$ cat src/rtl/aircon_pkg.sv
// Shared widths, FSM state encoding and small comparison helpers for the
// air-conditioner run controller.
package aircon_pkg;

    localparam int TEMP_W  = 5;
    localparam int FAN_W   = 3;
    localparam int TIMER_W = 5;

    typedef enum logic [1:0] {
        OFF      = 2'd0,
        FAN_ONLY = 2'd1,
        COOLING  = 2'd2
    } state_t;

    // Widened to 6 bits so set_temp + hyst cannot wrap near the top of the range.
    function automatic logic above_band(input logic [TEMP_W-1:0] room,
                                        input logic [TEMP_W-1:0] set,
                                        input logic [1:0]        hyst);
        return ({1'b0, room} > ({1'b0, set} + {4'b0000, hyst}));
    endfunction

    // While cooling the fan must never stop, so level 0 is lifted to 1.
    function automatic logic [FAN_W-1:0] eff_level(input logic [FAN_W-1:0] lvl,
                                                   input logic             cooling);
        return (cooling && (lvl == '0)) ? FAN_W'(1) : lvl;
    endfunction

endpackage

$ cat src/rtl/aircon_run_controller_if.sv
// Settings-in / actuator-out bundle between the settings block, the run
// controller and the power stage.
interface aircon_run_controller_if;
    import aircon_pkg::*;

    logic               pwr;
    logic [TEMP_W-1:0]  set_temp;
    logic [4:0]         fan_lvl;
    logic [TIMER_W-1:0] timer_min;
    logic               timer_ld;
    logic [TEMP_W-1:0]  room_temp;
    logic               comp_on;
    logic               fan_pwm;
    logic               run;
    logic [TIMER_W-1:0] timer_left;
    logic               auto_off;

    modport master (
        output pwr, set_temp, fan_lvl, timer_min, timer_ld, room_temp,
        input  comp_on, fan_pwm, run, timer_left, auto_off
    );

    modport slave (
        input  pwr, set_temp, fan_lvl, timer_min, timer_ld, room_temp,
        output comp_on, fan_pwm, run, timer_left, auto_off
    );

endinterface

$ cat src/rtl/aircon_minute_timer.sv
// Sleep timer: minute prescaler plus countdown; pulses auto_off and flags
// the expiring edge so the run latch can drop on that same edge.
module aircon_minute_timer
    import aircon_pkg::*;
#(
    parameter int TICKS_PER_MIN = 6000
) (
    input  logic               clk,
    input  logic               rst,
    input  logic               run,
    input  logic               timer_ld,
    input  logic [TIMER_W-1:0] timer_min,
    output logic [TIMER_W-1:0] timer_left,
    output logic               auto_off,
    output logic               expire
);

    localparam int            PW   = (TICKS_PER_MIN > 1) ? $clog2(TICKS_PER_MIN) : 1;
    localparam logic [PW-1:0] LAST = PW'(TICKS_PER_MIN - 1);

    logic [PW-1:0]      r_presc;
    logic [TIMER_W-1:0] r_left;
    logic               r_auto_off;
    logic               w_wrap;

    assign w_wrap = (r_presc == LAST);
    // A load on the wrap cycle takes priority, so it suppresses expiry too.
    assign expire = run && !timer_ld && (r_left == TIMER_W'(1)) && w_wrap;

    always_ff @(posedge clk or posedge rst) begin
        if (rst) begin
            r_presc    <= '0;
            r_left     <= '0;
            r_auto_off <= 1'b0;
        end else begin
            r_auto_off <= 1'b0;
            if (!run) begin
                r_presc <= '0;
                r_left  <= '0;
            end else if (timer_ld) begin
                r_presc <= '0;
                r_left  <= timer_min;
            end else if (r_left != '0) begin
                if (w_wrap) begin
                    r_presc    <= '0;
                    r_left     <= r_left - TIMER_W'(1);
                    r_auto_off <= (r_left == TIMER_W'(1));
                end else begin
                    r_presc <= r_presc + PW'(1);
                end
            end
        end
    end

    assign timer_left = r_left;
    assign auto_off   = r_auto_off;

endmodule

$ cat src/rtl/aircon_run_controller.sv
// Run controller: power latch, compressor FSM with hysteresis and restart
// lockout, fan PWM, and the sleep timer.
module aircon_run_controller
    import aircon_pkg::*;
#(
    parameter int TICKS_PER_MIN = 6000,
    parameter int HYST          = 1,
    parameter int LOCKOUT_TICKS = 600
) (
    input  logic                    clk,
    input  logic                    rst,
    aircon_run_controller_if.slave  bus
);

    localparam int            LW        = $clog2(LOCKOUT_TICKS + 1);
    localparam logic [LW-1:0] LOCK_LOAD = LW'(LOCKOUT_TICKS);

    logic             r_pwr_s;
    logic             r_pwr_d;
    logic             r_run;
    state_t           r_state;
    logic             r_comp_on;
    logic [LW-1:0]    r_lockout;
    logic [FAN_W-1:0] r_pwm_cnt;

    logic             w_pwr_rise;
    logic             w_expire;
    logic             w_hot;
    logic             w_cool_done;
    logic [FAN_W-1:0] w_eff;
    logic             w_unused_fan_hi;

    assign w_pwr_rise      = r_pwr_s && !r_pwr_d;
    assign w_hot           = above_band(bus.room_temp, bus.set_temp, 2'(HYST));
    assign w_cool_done     = (bus.room_temp <= bus.set_temp);
    assign w_eff           = eff_level(bus.fan_lvl[FAN_W-1:0], r_state == COOLING);
    assign w_unused_fan_hi = |bus.fan_lvl[4:FAN_W];

    aircon_minute_timer #(
        .TICKS_PER_MIN (TICKS_PER_MIN)
    ) u_timer (
        .clk        (clk),
        .rst        (rst),
        .run        (r_run),
        .timer_ld   (bus.timer_ld),
        .timer_min  (bus.timer_min),
        .timer_left (bus.timer_left),
        .auto_off   (bus.auto_off),
        .expire     (w_expire)
    );

    // After expiry the latch stays clear until a fresh rising edge of pwr.
    always_ff @(posedge clk or posedge rst) begin
        if (rst) begin
            r_pwr_s <= 1'b0;
            r_pwr_d <= 1'b0;
            r_run   <= 1'b0;
        end else begin
            r_pwr_s <= bus.pwr;
            r_pwr_d <= r_pwr_s;
            if (!r_pwr_s || w_expire) begin
                r_run <= 1'b0;
            end else if (w_pwr_rise) begin
                r_run <= 1'b1;
            end
        end
    end

    always_ff @(posedge clk or posedge rst) begin
        if (rst) begin
            r_state   <= OFF;
            r_comp_on <= 1'b0;
            r_lockout <= '0;
        end else begin
            if (r_lockout != '0) begin
                r_lockout <= r_lockout - LW'(1);
            end
            case (r_state)
                OFF: begin
                    r_comp_on <= 1'b0;
                    if (r_run) begin
                        r_state <= FAN_ONLY;
                    end
                end
                FAN_ONLY: begin
                    if (!r_run) begin
                        r_state <= OFF;
                    end else if (w_hot && (r_lockout == '0)) begin
                        r_state   <= COOLING;
                        r_comp_on <= 1'b1;
                    end
                end
                COOLING: begin
                    // Any exit from cooling arms the restart lockout.
                    if (!r_run || w_cool_done) begin
                        r_state   <= r_run ? FAN_ONLY : OFF;
                        r_comp_on <= 1'b0;
                        r_lockout <= LOCK_LOAD;
                    end
                end
                default: begin
                    r_state   <= OFF;
                    r_comp_on <= 1'b0;
                end
            endcase
        end
    end

    always_ff @(posedge clk or posedge rst) begin
        if (rst) begin
            r_pwm_cnt <= '0;
        end else if (r_run) begin
            r_pwm_cnt <= r_pwm_cnt + FAN_W'(1);
        end
    end

    assign bus.comp_on = r_comp_on;
    assign bus.run     = r_run;
    assign bus.fan_pwm = r_run && (r_pwm_cnt < w_eff);

endmodule
$ cat src/flat_wrapper.sv
// flat-port wrapper written by rule: the top's interface ports become plain ports
module aircon_run_controller_flat import aircon_pkg::*;
#(
    parameter int TICKS_PER_MIN = 6000,
    parameter int HYST          = 1,
    parameter int LOCKOUT_TICKS = 600
)
  (clk, rst, bus_pwr, bus_set_temp, bus_fan_lvl, bus_timer_min, bus_timer_ld, bus_room_temp, bus_comp_on, bus_fan_pwm, bus_run, bus_timer_left, bus_auto_off);
  aircon_run_controller_if bus_i ();
  input  logic clk;
  input  logic rst;
  input wire logic [$bits(bus_i.pwr)-1:0] bus_pwr;
  input wire logic [$bits(bus_i.set_temp)-1:0] bus_set_temp;
  input wire logic [$bits(bus_i.fan_lvl)-1:0] bus_fan_lvl;
  input wire logic [$bits(bus_i.timer_min)-1:0] bus_timer_min;
  input wire logic [$bits(bus_i.timer_ld)-1:0] bus_timer_ld;
  input wire logic [$bits(bus_i.room_temp)-1:0] bus_room_temp;
  output wire logic [$bits(bus_i.comp_on)-1:0] bus_comp_on;
  output wire logic [$bits(bus_i.fan_pwm)-1:0] bus_fan_pwm;
  output wire logic [$bits(bus_i.run)-1:0] bus_run;
  output wire logic [$bits(bus_i.timer_left)-1:0] bus_timer_left;
  output wire logic [$bits(bus_i.auto_off)-1:0] bus_auto_off;
  assign bus_i.pwr = bus_pwr;
  assign bus_i.set_temp = bus_set_temp;
  assign bus_i.fan_lvl = bus_fan_lvl;
  assign bus_i.timer_min = bus_timer_min;
  assign bus_i.timer_ld = bus_timer_ld;
  assign bus_i.room_temp = bus_room_temp;
  assign bus_comp_on = bus_i.comp_on;
  assign bus_fan_pwm = bus_i.fan_pwm;
  assign bus_run = bus_i.run;
  assign bus_timer_left = bus_i.timer_left;
  assign bus_auto_off = bus_i.auto_off;
  aircon_run_controller #(.TICKS_PER_MIN(TICKS_PER_MIN), .HYST(HYST), .LOCKOUT_TICKS(LOCKOUT_TICKS)) u_core (.clk(clk), .rst(rst), .bus(bus_i));
endmodule
$ cat config.mk
export PLATFORM = sky130hd
export DESIGN_NAME = aircon_run_controller_flat
export DESIGN_NICKNAME = d
export VERILOG_FILES = /design/src/rtl/aircon_pkg.sv /design/src/rtl/aircon_run_controller_if.sv /design/src/rtl/aircon_minute_timer.sv /design/src/rtl/aircon_run_controller.sv /design/src/flat_wrapper.sv
export SDC_FILE = /design/constraint.sdc
export NUM_CORES = 1
export LEC_CHECK = 0
export BUFFER_PORTS_ARGS = -buffer_cell sky130_fd_sc_hd__buf_4
export CORE_UTILIZATION = 30
export DETAILED_ROUTE_END_ITERATION = 16
export GPL_ROUTABILITY_DRIVEN = 1
export PLACE_DENSITY = 0.52
export SLEW_MARGIN = 20
export SYNTH_ARGS = -nofsm -noshare
export SYNTH_HDL_FRONTEND = slang
export SYNTH_SLANG_ARGS = --single-unit
$ cat constraint.sdc
create_clock -name clk -period 2.3 [get_ports clk]
set_input_delay 0.115 -clock clk [delete_from_list [all_inputs] [get_ports clk]]
set_output_delay 0.115 -clock clk [all_outputs]
set_load 0.02 [all_outputs]
=== Word level (Yosys, flattened, before mapping) ===
Index checks and enable logic that the tools add are counted.

* $lt $le $gt $ge: 3
* Eq/ne operators: 11
* Add/subtract/negate cells: 5
* Reduce and logical (&&, ||, !) cells: 22
* Mux-type cells: 28

{| class="wikitable"
|+ Operator list
! kind !! count
|-
| 13-bit 2-to-1 mux || 4
|-
| 10-bit 2-to-1 mux || 3
|-
| 5-bit 2-to-1 mux || 4
|-
| 13-bit by 1-bit adder with 13-bit output (second input constant) || 1
|-
| 13-bit equality test (second input constant) || 1
|-
| 10-bit logical NOT || 1
|-
| 1-bit 2-to-1 mux || 10
|-
| 10-bit nonzero test || 1
|-
| 10-bit by 1-bit subtractor with 10-bit output (second input constant) || 1
|-
| 3-bit inequality test (second input constant) || 3
|-
| 2-bit 2-to-1 mux || 4
|-
| 1-bit logical AND || 7
|-
| 5-bit by 1-bit adder with 6-bit output (second input constant) || 1
|-
| 5-bit by 6-bit greater-than comparator with 1-bit output || 1
|-
| 2-bit by 1-bit inequality test with 1-bit output (second input constant) || 3
|-
| 2-bit one-hot mux with 3 select lines || 1
|-
| 3-bit AND reduction || 2
|-
| 5-bit by 1-bit equality test with 1-bit output (second input constant) || 1
|-
| 5-bit <= comparator || 1
|-
| 5-bit nonzero test || 1
|-
| 5-bit by 1-bit subtractor with 5-bit output (second input constant) || 1
|-
| 1-bit logical NOT || 4
|-
| 3-bit by 1-bit adder with 3-bit output (second input constant) || 1
|-
| 3-bit logical NOT || 1
|-
| 10 further kinds || 11
|}

* Output and inout port bits: 9
* Bits in registers: 38
* Input port bits: 24
* Word-level logic and storage cells: 79

=== Longest topological paths before layout ===
Gate-level depths: netlist of the first run.

* Depth in word-level cells: 6
* Gate-level depth with buffers: 8
* Mapped depth without buffers: 8

=== By module ===
A second synthesis of the first run with hierarchy kept.

* Cell total of the unflattened synthesis: 253
* Area, all modules: 2,388.5 um2

{| class="wikitable"
|+ Modules (own cells, without submodules)
! module !! sequential area each (um2) !! area each (um2) !! cells an instance !! instances
|-
| aircon_run_controller || 475.5 || 1,248.7 || 128 || 1
|-
| aircon_minute_timer || 475.5 || 1,139.8 || 125 || 1
|}

=== Least setup slack after synthesis of the first run ===
No wires, ideal clock.

* Path type: flip-flop to flip-flop
* From: reg u_core.u_timer.r_left[0], in the netlist u_core.u_timer.timer_left[0]
* To: reg u_core.u_timer.r_left[1], in the netlist u_core.u_timer.timer_left[1]
* Data arrival time: 1.778 ns
* Cell stages (with the launch flop): 9
* Required time: 2.208 ns
* Clock period less this slack: 1.870 ns
* Buffers on the path: 2
* Library setup time: 0.092 ns
* Path slack: 0.430 ns
* Cell sequence: dfrtp_1 > inv_1 > ha_1 > nand2b_1 > buf_4 > or3_1 > clkbuf_1 > and3_1 > o31ai_2

* Longest elaborated chain between the ends: 5
* Elaborated cells between the ends (all ways): 8
* Classes of those cells: add/sub (1); eq/ne (1); mux (4); reduce/logical (2)

{| class="wikitable"
|+ Ends and longest elaborated chain
! element !! RTL line !! text
|-
| start, declared || aircon_minute_timer.sv:22 || <nowiki>logic [TIMER_W-1:0] r_left;</nowiki>
|-
| start signal, assigned || aircon_minute_timer.sv:42 || <nowiki>r_left <= timer_min;</nowiki>
|-
| start signal, assigned || aircon_minute_timer.sv:46 || <nowiki>r_left <= r_left - TIMER_W'(1);</nowiki>
|-
| 5-bit by 1-bit subtractor with 5-bit output || aircon_minute_timer.sv:46 ||
|-
| 5-bit 2-to-1 mux || aircon_minute_timer.sv:44 || <nowiki>if (w_wrap) begin</nowiki>
|-
| 5-bit 2-to-1 mux || aircon_minute_timer.sv:43 || <nowiki>end else if (r_left != '0) begin</nowiki>
|-
| 5-bit 2-to-1 mux || aircon_minute_timer.sv:40 || <nowiki>end else if (timer_ld) begin</nowiki>
|-
| 5-bit 2-to-1 mux || aircon_minute_timer.sv:37 || <nowiki>if (!run) begin</nowiki>
|}

Parallel ways exist; a longest one is shown, timed or not. The select of a mux whose other input is x is not followed.
A chain may end at the register's enable or synchronous reset.

=== Final worst setup path of the first run ===
* From: reg u_core.u_timer.r_presc[0]
* To: reg u_core.u_timer.r_presc[6]

* Longest elaborated chain between the ends: 5
* Elaborated cells between the ends (all ways): 6
* Classes of those cells: add/sub (1); eq/ne (1); mux (4)

{| class="wikitable"
|+ Ends and longest elaborated chain
! element !! RTL line !! text
|-
| start, declared || aircon_minute_timer.sv:21 || <nowiki>logic [PW-1:0] r_presc;</nowiki>
|-
| start signal, assigned || aircon_minute_timer.sv:49 || <nowiki>r_presc <= r_presc + PW'(1);</nowiki>
|-
| 13-bit by 1-bit adder with 13-bit output or 13-bit equality test (tied branches) || aircon_minute_timer.sv:49, aircon_minute_timer.sv:26 ||
|-
| 13-bit 2-to-1 mux (*) || aircon_minute_timer.sv:44 ||
|-
| 13-bit 2-to-1 mux (*) || aircon_minute_timer.sv:43 ||
|-
| 13-bit 2-to-1 mux (*) || aircon_minute_timer.sv:40 ||
|-
| 13-bit 2-to-1 mux (*) || aircon_minute_timer.sv:37 ||
|}

Mark *: on every way between the ends. The rest lies on a longest branch, timed or not. The select of a mux whose other input is x is not followed.

==> impl_metrics.csv, run 1 <==
group,metric,value,unit
status,status,"finished clean",
sta,hold_viol,0,
detailed_routing,ant_nets,0,
sta,tns,0,ps
worst_setup_path,crit_required,2480,ps
grt,grt_antenna_before_repair,0,
placed_design,place_area,2890,um2
sta,fmax,508,MHz
synthesis,netlist_area,2510,um2
clock_tree,cts_resized,0,
worst_setup_path,critPathCaptureType,"flip-flop",
power_and_ir_drop,power_frac_seq,48.9,%
synthesis,synthCells,256,
power_and_ir_drop,vdd_ir_drop_max,0.000541,V
detailed_routing,via_count,2028,
clock_tree,clk_latency,300,ps
synthesis,synth_top_flop_cell,"dfrtp_1",
power_and_ir_drop,pwr-share-comb,24.6,%
power_and_ir_drop,p_clk_share,26.5,%
placed_design,dp_hpwl,3.87,mm
clock_tree,cts.sinks,38,
cells_and_area,final_area,3000,um2
sta,setup_viol,0,
sta,rsz0062_at_grt,"false",
clock_tree,numCtsBuffers,5,
power_and_ir_drop,power_density,601,nW/um2
synthesis,synth_nets,299,
synthesis,ys_warn_count,0,
clock_tree,cts_root_buffer,"clkbuf_8",
clock_tree,h-tree-depth,2,
synthesis,synth_fa_ha_area_share,9.46,%
detailed_routing,wl_per_cell,13.1,um
grt,grt_overflow,0,
synthesis,synth_top_family_by_area,"simple AND/OR/NAND/NOR gates",
cells_and_area,nets,340,
grt,grt_pass1_vias,1877,
power_and_ir_drop,p_int,1200,uW
detailed_routing,route.detailed.drc,0,
cells_and_area,drive_gt1_share,22.1,%
cells_and_area,syn_to_final_growth,19.3,%
synthesis,async_flop_share,100,%
die,pin_count,33,
sta,fin_crit_sh,85.6,%
placed_design,io_buffer_count,30,
clock_tree,clk_pin_slew,80,ps
worst_setup_path,r2r_cells,5,
synthesis,synthMuxAreaShare,1.64,%
clock_tree,clock_path_buffers,2,
die,die_h,93.5,um
die,initial_core_util,30.7,%
cells_and_area,diodes,0,
detailed_routing,wl,5.27,mm
detailed_routing,via_per_inst,5.03,
synthesis,syn_avg_cell_area,9.81,um2
worst_hold_path,hold_path_depth,3,
flow_run,max_cap_violations,0,
synthesis,ys_types,67,
synthesis,synth_edf_count,0,
grt,grt_start_max_net_pins,39,
sta,relSlewSlack,66.1,%
worst_setup_path,r2r-end,"u_core.u_timer.r_presc[6]",
grt,grt_pass1_wl,8.98,mm
sta,skew,9.08,ps
synthesis,seq_area_frac_synth,37.8,%
worst_setup_path,critical_path_class,"reg -> reg",
worst_setup_path,reg2reg_from,"u_core.u_timer.r_presc[0]",
detailed_routing,first_iter_violations,67,
power_and_ir_drop,switching_share,33.4,%
sta,holdWs,66.5,ps
die,die_area,8750,um2
power_and_ir_drop,power_leakage,0.00133,uW
placed_design,routabilityCongestion,0.766,
synthesis,synth-simple-area-share,23.1,%
die,coreArea,8180,um2
worst_setup_path,arrival,2140,ps
synthesis,synthXorXnorAreaFrac,4.88,%
worst_setup_path,critPathMaxFanout,10,
worst_hold_path,hold_start,"bus_timer_min[1]",
worst_setup_path,rrSetupSlack,330,ps
die,row_count,33,
clock_tree,cts_tree,"yes",
synthesis,synth_compound_area_share,18.5,%
grt,grt_usage,13.1,%
worst_hold_path,min_to,"u_core.u_timer.timer_left[1]",
worst_setup_path,cp-start-kind,"flip-flop",
synthesis,ys_seq_elements,38,
detailed_routing,firstDrtPassIters,4,
sta,worstMarginPinSlew,509,ps
sta,fin_crit,1970,ps
worst_hold_path,hold_path.class,"in -> reg",
power_and_ir_drop,switchingPower,601,uW
sta,drv_slew,0,
die,die_w,93.5,um
area by class of cell:
class | count | area, um2
clock inverter | 3 | 21.3
sequential | 38 | 951
clock buffer | 5 | 68.8
multi-input combinational | 194 | 1450
fill | 833 | 5180
timing repair buffer | 41 | 313
tap | 105 | 131
inverter | 17 | 63.8
repair_timing:
item                       CTS  global route
setup buffers                0             0
hold buffers                 2             0
setup endpoints to repair    0             0
hold endpoints to repair    39             0
cell usage in the layout, fill, tap and decap left out, types with 3 or more instances in the layout:
cell type  netlist  final
clkbuf_8         0      5
nand2_1         15     15
or3_1            4      4
nand2b_1         6      6
nand4_1          4      4
and4_1           3      3
nor2_1          14     14
inv_1           17     17
xor2_1           7      7
xnor2_1          7      7
dfrtp_1         38     38
o21ai_0          5      5
and3_1           4      4
o21bai_1         3      3
and2_1           3      3
nor3_1           6      6
o31ai_1          3      3
buf_4            2     39
a31oi_1          4      4
o21ai_1          3      3
o211ai_1         3      3
a21oi_1         17     17
mux2i_1          3      3
nor2b_1          4      4
ha_1            19     19
nand3_1         12     12
Yosys cell counts, types with 2 or more instances:
| library cell | count | area share (%) |
|---|---|---|
| dfrtp_1 | 38 | 38 |
| ha_1 | 19 | 9.5 |
| a21oi_1 | 17 | 3.4 |
| inv_1 | 17 | 2.5 |
| nand2_1 | 15 | 2.2 |
| nor2_1 | 14 | 2.1 |
| nand3_1 | 12 | 2.4 |
| xnor2_1 | 7 | 2.4 |
| xor2_1 | 7 | 2.4 |
| nand2b_1 | 6 | 1.5 |
| nor3_1 | 6 | 1.2 |
| o21ai_0 | 5 | 1.0 |
| a31oi_1 | 4 | 1.0 |
| and3_1 | 4 | 1.0 |
| nand4_1 | 4 | 1.0 |
| nor2b_1 | 4 | 1.0 |
| or3_1 | 4 | 1.0 |
| and2_1 | 3 | 0.75 |
| and4_1 | 3 | 1.0 |
| mux2i_1 | 3 | 1.2 |
| o211ai_1 | 3 | 0.90 |
| o21ai_1 | 3 | 0.60 |
| o21bai_1 | 3 | 0.90 |
| o31ai_1 | 3 | 0.90 |
| a21o_1 | 2 | 0.60 |
| a22oi_1 | 2 | 0.60 |
| buf_4 | 2 | 0.60 |
| buf_6 | 2 | 0.90 |
| clkbuf_1 | 2 | 0.30 |
| o2111ai_1 | 2 | 0.70 |
| or3_2 | 2 | 0.60 |
| or4_1 | 2 | 0.60 |
| or4_4 | 2 | 0.90 |
per-layer routing:
layer / part of all wire [%] / track usage (%) / vias to the layer above / wire [um]
met2: 44 / 19.2 / 27 / 2300
met1: 52 / 18.8 / 968 / 2760
met5: 0 / 0 / - / 0
met3: 2.9 / 3.17 / 5 / 152
met4: 1.1 / 3.85 / 0 / 59
li1: - / - / 1028 / -
stage by stage:
step	power, uW	setup WS (ps)	utilization (%)	cells
after floorplan	1190	430	-	256
after global placement	1330	324	35.3	393
after detailed placement	1340	328	35.3	393
after CTS	1820	322	36.7	403
after global routing	1930	218	36.7	403
final	1800	331	36.7	403
state kept, by name, indices dropped and copies added, names as in the netlist:
register	flops
u_core.r_lockout	10
u_core.r_state	2
u_core.u_timer.timer_left	5
u_core.bus.run	1
u_core.r_pwr_s	1
u_core.u_timer.r_presc	13
u_core.bus.comp_on	1
u_core.u_timer.auto_off	1
u_core.r_pwm_cnt	3
u_core.r_pwr_d	1
logic make-up (layout without fill, tap and decap cells):
logic type               count (synthesis)  in the layout
AND/OR/NAND/NOR                         94             94
AO/OA/AOI/OAI                           63             63
flip-flops                              38             38
buffers and inverters                   24             66
adder cells (fa/ha/maj)                 19             19
XOR/XNOR                                14             14
multiplexers                             4              4
how the worst max path moves through the flow:
stage | end | cells after the start | slack (ps) | start
finish | u_core.u_timer.r_presc[6] | 5 | 330 | u_core.u_timer.r_presc[0]
CTS | u_core.u_timer.r_presc[6] | 5 | 320 | u_core.u_timer.r_presc[0]
detailed placement | u_core.bus.comp_on | 9 | 330 | bus_set_temp[0]
global placement | u_core.bus.comp_on | 9 | 320 | bus_set_temp[0]
global route | u_core.u_timer.r_presc[6] | 5 | 220 | u_core.u_timer.r_presc[0]
floorplan | u_core.u_timer.timer_left[1] | 8 | 430 | u_core.u_timer.timer_left[0]
power groups by stage:
stage	logic, uW	registers (uW)	clock network [uW]
2_1_floorplan	314	879	0
3_3_place_gp	439	891	0
3_5_place_dp	447	892	0
4_1_cts	450	881	491
5_1_grt	510	899	523
6_report	442	881	478
worst max-delay path: stages, from the launching register on:
cell and delay, ps:
dfrtp_1 390, ha_1 230, nand4_1 180, or4_4 600, o21ai_4 340, nor2_1 110
(Power assumes the default switching activity.)
==> inputs of run 2 (changes only) <==
CORE_MARGIN = 2   (was not set)
CORE_UTILIZATION = 35   (was 30)
PLACE_DENSITY = 0.58   (was 0.52)
==> impl_metrics.csv, run 2 (synthesis results as in run 1) <==
group,metric,value,unit
cells_and_area,largest_register,"u_core.u_timer.r_presc",
die,die_w,88.7,um
worst_hold_path,hold_path.class,"in -> reg",
worst_setup_path,endpoint,"u_core.bus.comp_on",
placed_design,routabilityCongestion,0.765,
clock_tree,h-tree-depth,2,
cells_and_area,multiInputGateArea,1450,um2
worst_setup_path,r2r_cells,6,
clock_tree,clock_path_buffers,2,
power_and_ir_drop,power_density,634,nW/um2
worst_setup_path,crit_path_start,"u_core.r_lockout[0]",
power_and_ir_drop,power_leakage,0.00134,uW
power_and_ir_drop,pwr-share-comb,23.4,%
detailed_routing,wl_met2,2.20,mm
grt,grt_overflow,0,
placed_design,post-place-ws,286,ps
placed_design,place_area,2870,um2
sta,fin_crit,2040,ps
grt,grt_antenna_before_repair,0,
die,pin_count,33,
sta,setup_viol,0,
sta,relSlewSlack,66.8,%
detailed_routing,via_per_inst,5.12,
detailed_routing,wl_per_cell,13.2,um
cells_and_area,largest_reg_flops,13,
detailed_routing,first_iter_violations,94,
cells_and_area,fillers,657,
cells_and_area,final_cell_mix,"38 x buf_4, 38 x dfrtp_1, 19 x ha_1",
sta,fmax,491,MHz
power_and_ir_drop,power_frac_seq,46.3,%
clock_tree,cts_root_buffer,"clkbuf_8",
worst_setup_path,critPathCaptureType,"flip-flop",
die,die_h,88.7,um
die,die_area,7870,um2
grt,grt_start_max_net_pins,39,
clock_tree,clk_latency,300,ps
worst_setup_path,reg2reg_from,"u_core.r_lockout[0]",
power_and_ir_drop,switchingPower,594,uW
die,initial_core_util,36.6,%
clock_tree,clk_pin_slew,80,ps
worst_setup_path,r2r-end,"u_core.bus.comp_on",
detailed_routing,route.detailed.drc,0,
power_and_ir_drop,p_int,1310,uW
worst_setup_path,critical_path_class,"reg -> reg",
clock_tree,cts_tree,"yes",
sta,rsz0062_at_grt,"false",
worst_setup_path,rrSetupSlack,260,ps
cells_and_area,diodes,0,
cells_and_area,final_area,3000,um2
worst_setup_path,arrival,2280,ps
cells_and_area,syn_to_final_growth,19.3,%
detailed_routing,drt-met1-wl,2.76,mm
grt,grt_pass1_wl,8.78,mm
sta,drv_slew,0,
cells_and_area,regArea,951,um2
die,row_count,30,
power_and_ir_drop,vdd_ir_drop_max,0.000438,V
cells_and_area,nets,339,
die,coreArea,6870,um2
cells_and_area,final_util,43.6,%
power_and_ir_drop,p_clk_share,30.2,%
worst_setup_path,crit_required,2540,ps
status,status,"finished clean",
cells_and_area,drive_gt1_share,21.9,%
sta,worstMarginPinSlew,495,ps
clock_tree,cts.sinks,38,
sta,tns,0,ps
flow_run,max_cap_violations,0,
clock_tree,numCtsBuffers,5,
power_and_ir_drop,switching_share,31.3,%
detailed_routing,wl_met3,185,um
sta,setup_slack,261,ps
worst_setup_path,cp-start-kind,"flip-flop",
sta,skew,6.77,ps
power_and_ir_drop,total_power,1900,uW
grt,grt_pass1_vias,1839,
sta,hold_viol,0,
detailed_routing,wl,5.20,mm
detailed_routing,via_count,2012,
placed_design,io_buffer_count,30,
clock_tree,post-cts-setup-buffer-count,0,
detailed_routing,routed.top_layer,"met4",
placed_design,dp_hpwl,3.71,mm
grt,grt_usage,14.4,%
detailed_routing,firstDrtPassIters,4,
worst_setup_path,critPathMaxFanout,9,
sta,fin_crit_sh,88.6,%
detailed_routing,ant_nets,0,
## run 2: what timing repair did
| action | 4_1_cts | 5_1_grt |
|---|---|---|
| setup endpoints to repair | 0 | 0 |
| hold buffers | 2 | 0 |
| gates resized for setup | 0 | 0 |
| hold endpoints to repair | 39 | 0 |
## run 2: how the worst min path moves through the flow
stage / slack, ps / from / to / depth (start not counted)
floorplan: 150 / bus_pwr / u_core.r_pwr_s / 0
global placement: 230 / bus_pwr / u_core.r_pwr_s / 1
detailed placement: 230 / bus_pwr / u_core.r_pwr_s / 1
CTS: 60 / bus_timer_min[4] / u_core.u_timer.timer_left[4] / 3
global route: 70 / bus_timer_min[4] / u_core.u_timer.timer_left[4] / 3
finish: 70 / bus_timer_min[4] / u_core.u_timer.timer_left[4] / 3
## run 2: layer usage
metal | up-vias | track usage (%)
li1 | 1025 | -
met1 | 949 | 21.3
met4 | 0 | 3.72
met3 | 4 | 4.20
met5 | - | 0
met2 | 34 | 20.6
## run 2: worst max-delay path, stage by stage, from the launching register on
cell	delay [ps]
dfrtp_1	390
inv_1	90
ha_1	190
nor3b_2	450
nand3_2	180
a2111oi_1	460
o22a_1	220
## run 2: layout make-up
class                   count  share of cell area [%]
repair buffers             40                    10.2
clock inverters             3                    1.34
well taps                  96                    4.01
clock buffers               5                    2.30
multi-input cells         194                    48.3
inverters                  17                    2.13
flip-flops and latches     38                    31.7
## run 2: through the flow
step / hold slack (ps) / std cells
after global placement: 225 / 383
final: 66.4 / 393
after detailed placement: 229 / 383
after floorplan: 146 / 256
after CTS: 58.0 / 393
after global routing: 66.1 / 393
## run 2: power groups by stage
stage                     registers [uW]  clock network, uW  logic [uW]
after floorplan                      879                  0         314
after global placement               891                  0         435
after detailed placement             891                  0         445
after CTS                            880                592         449
after global routing                 894                627         508
final                                880                574         445
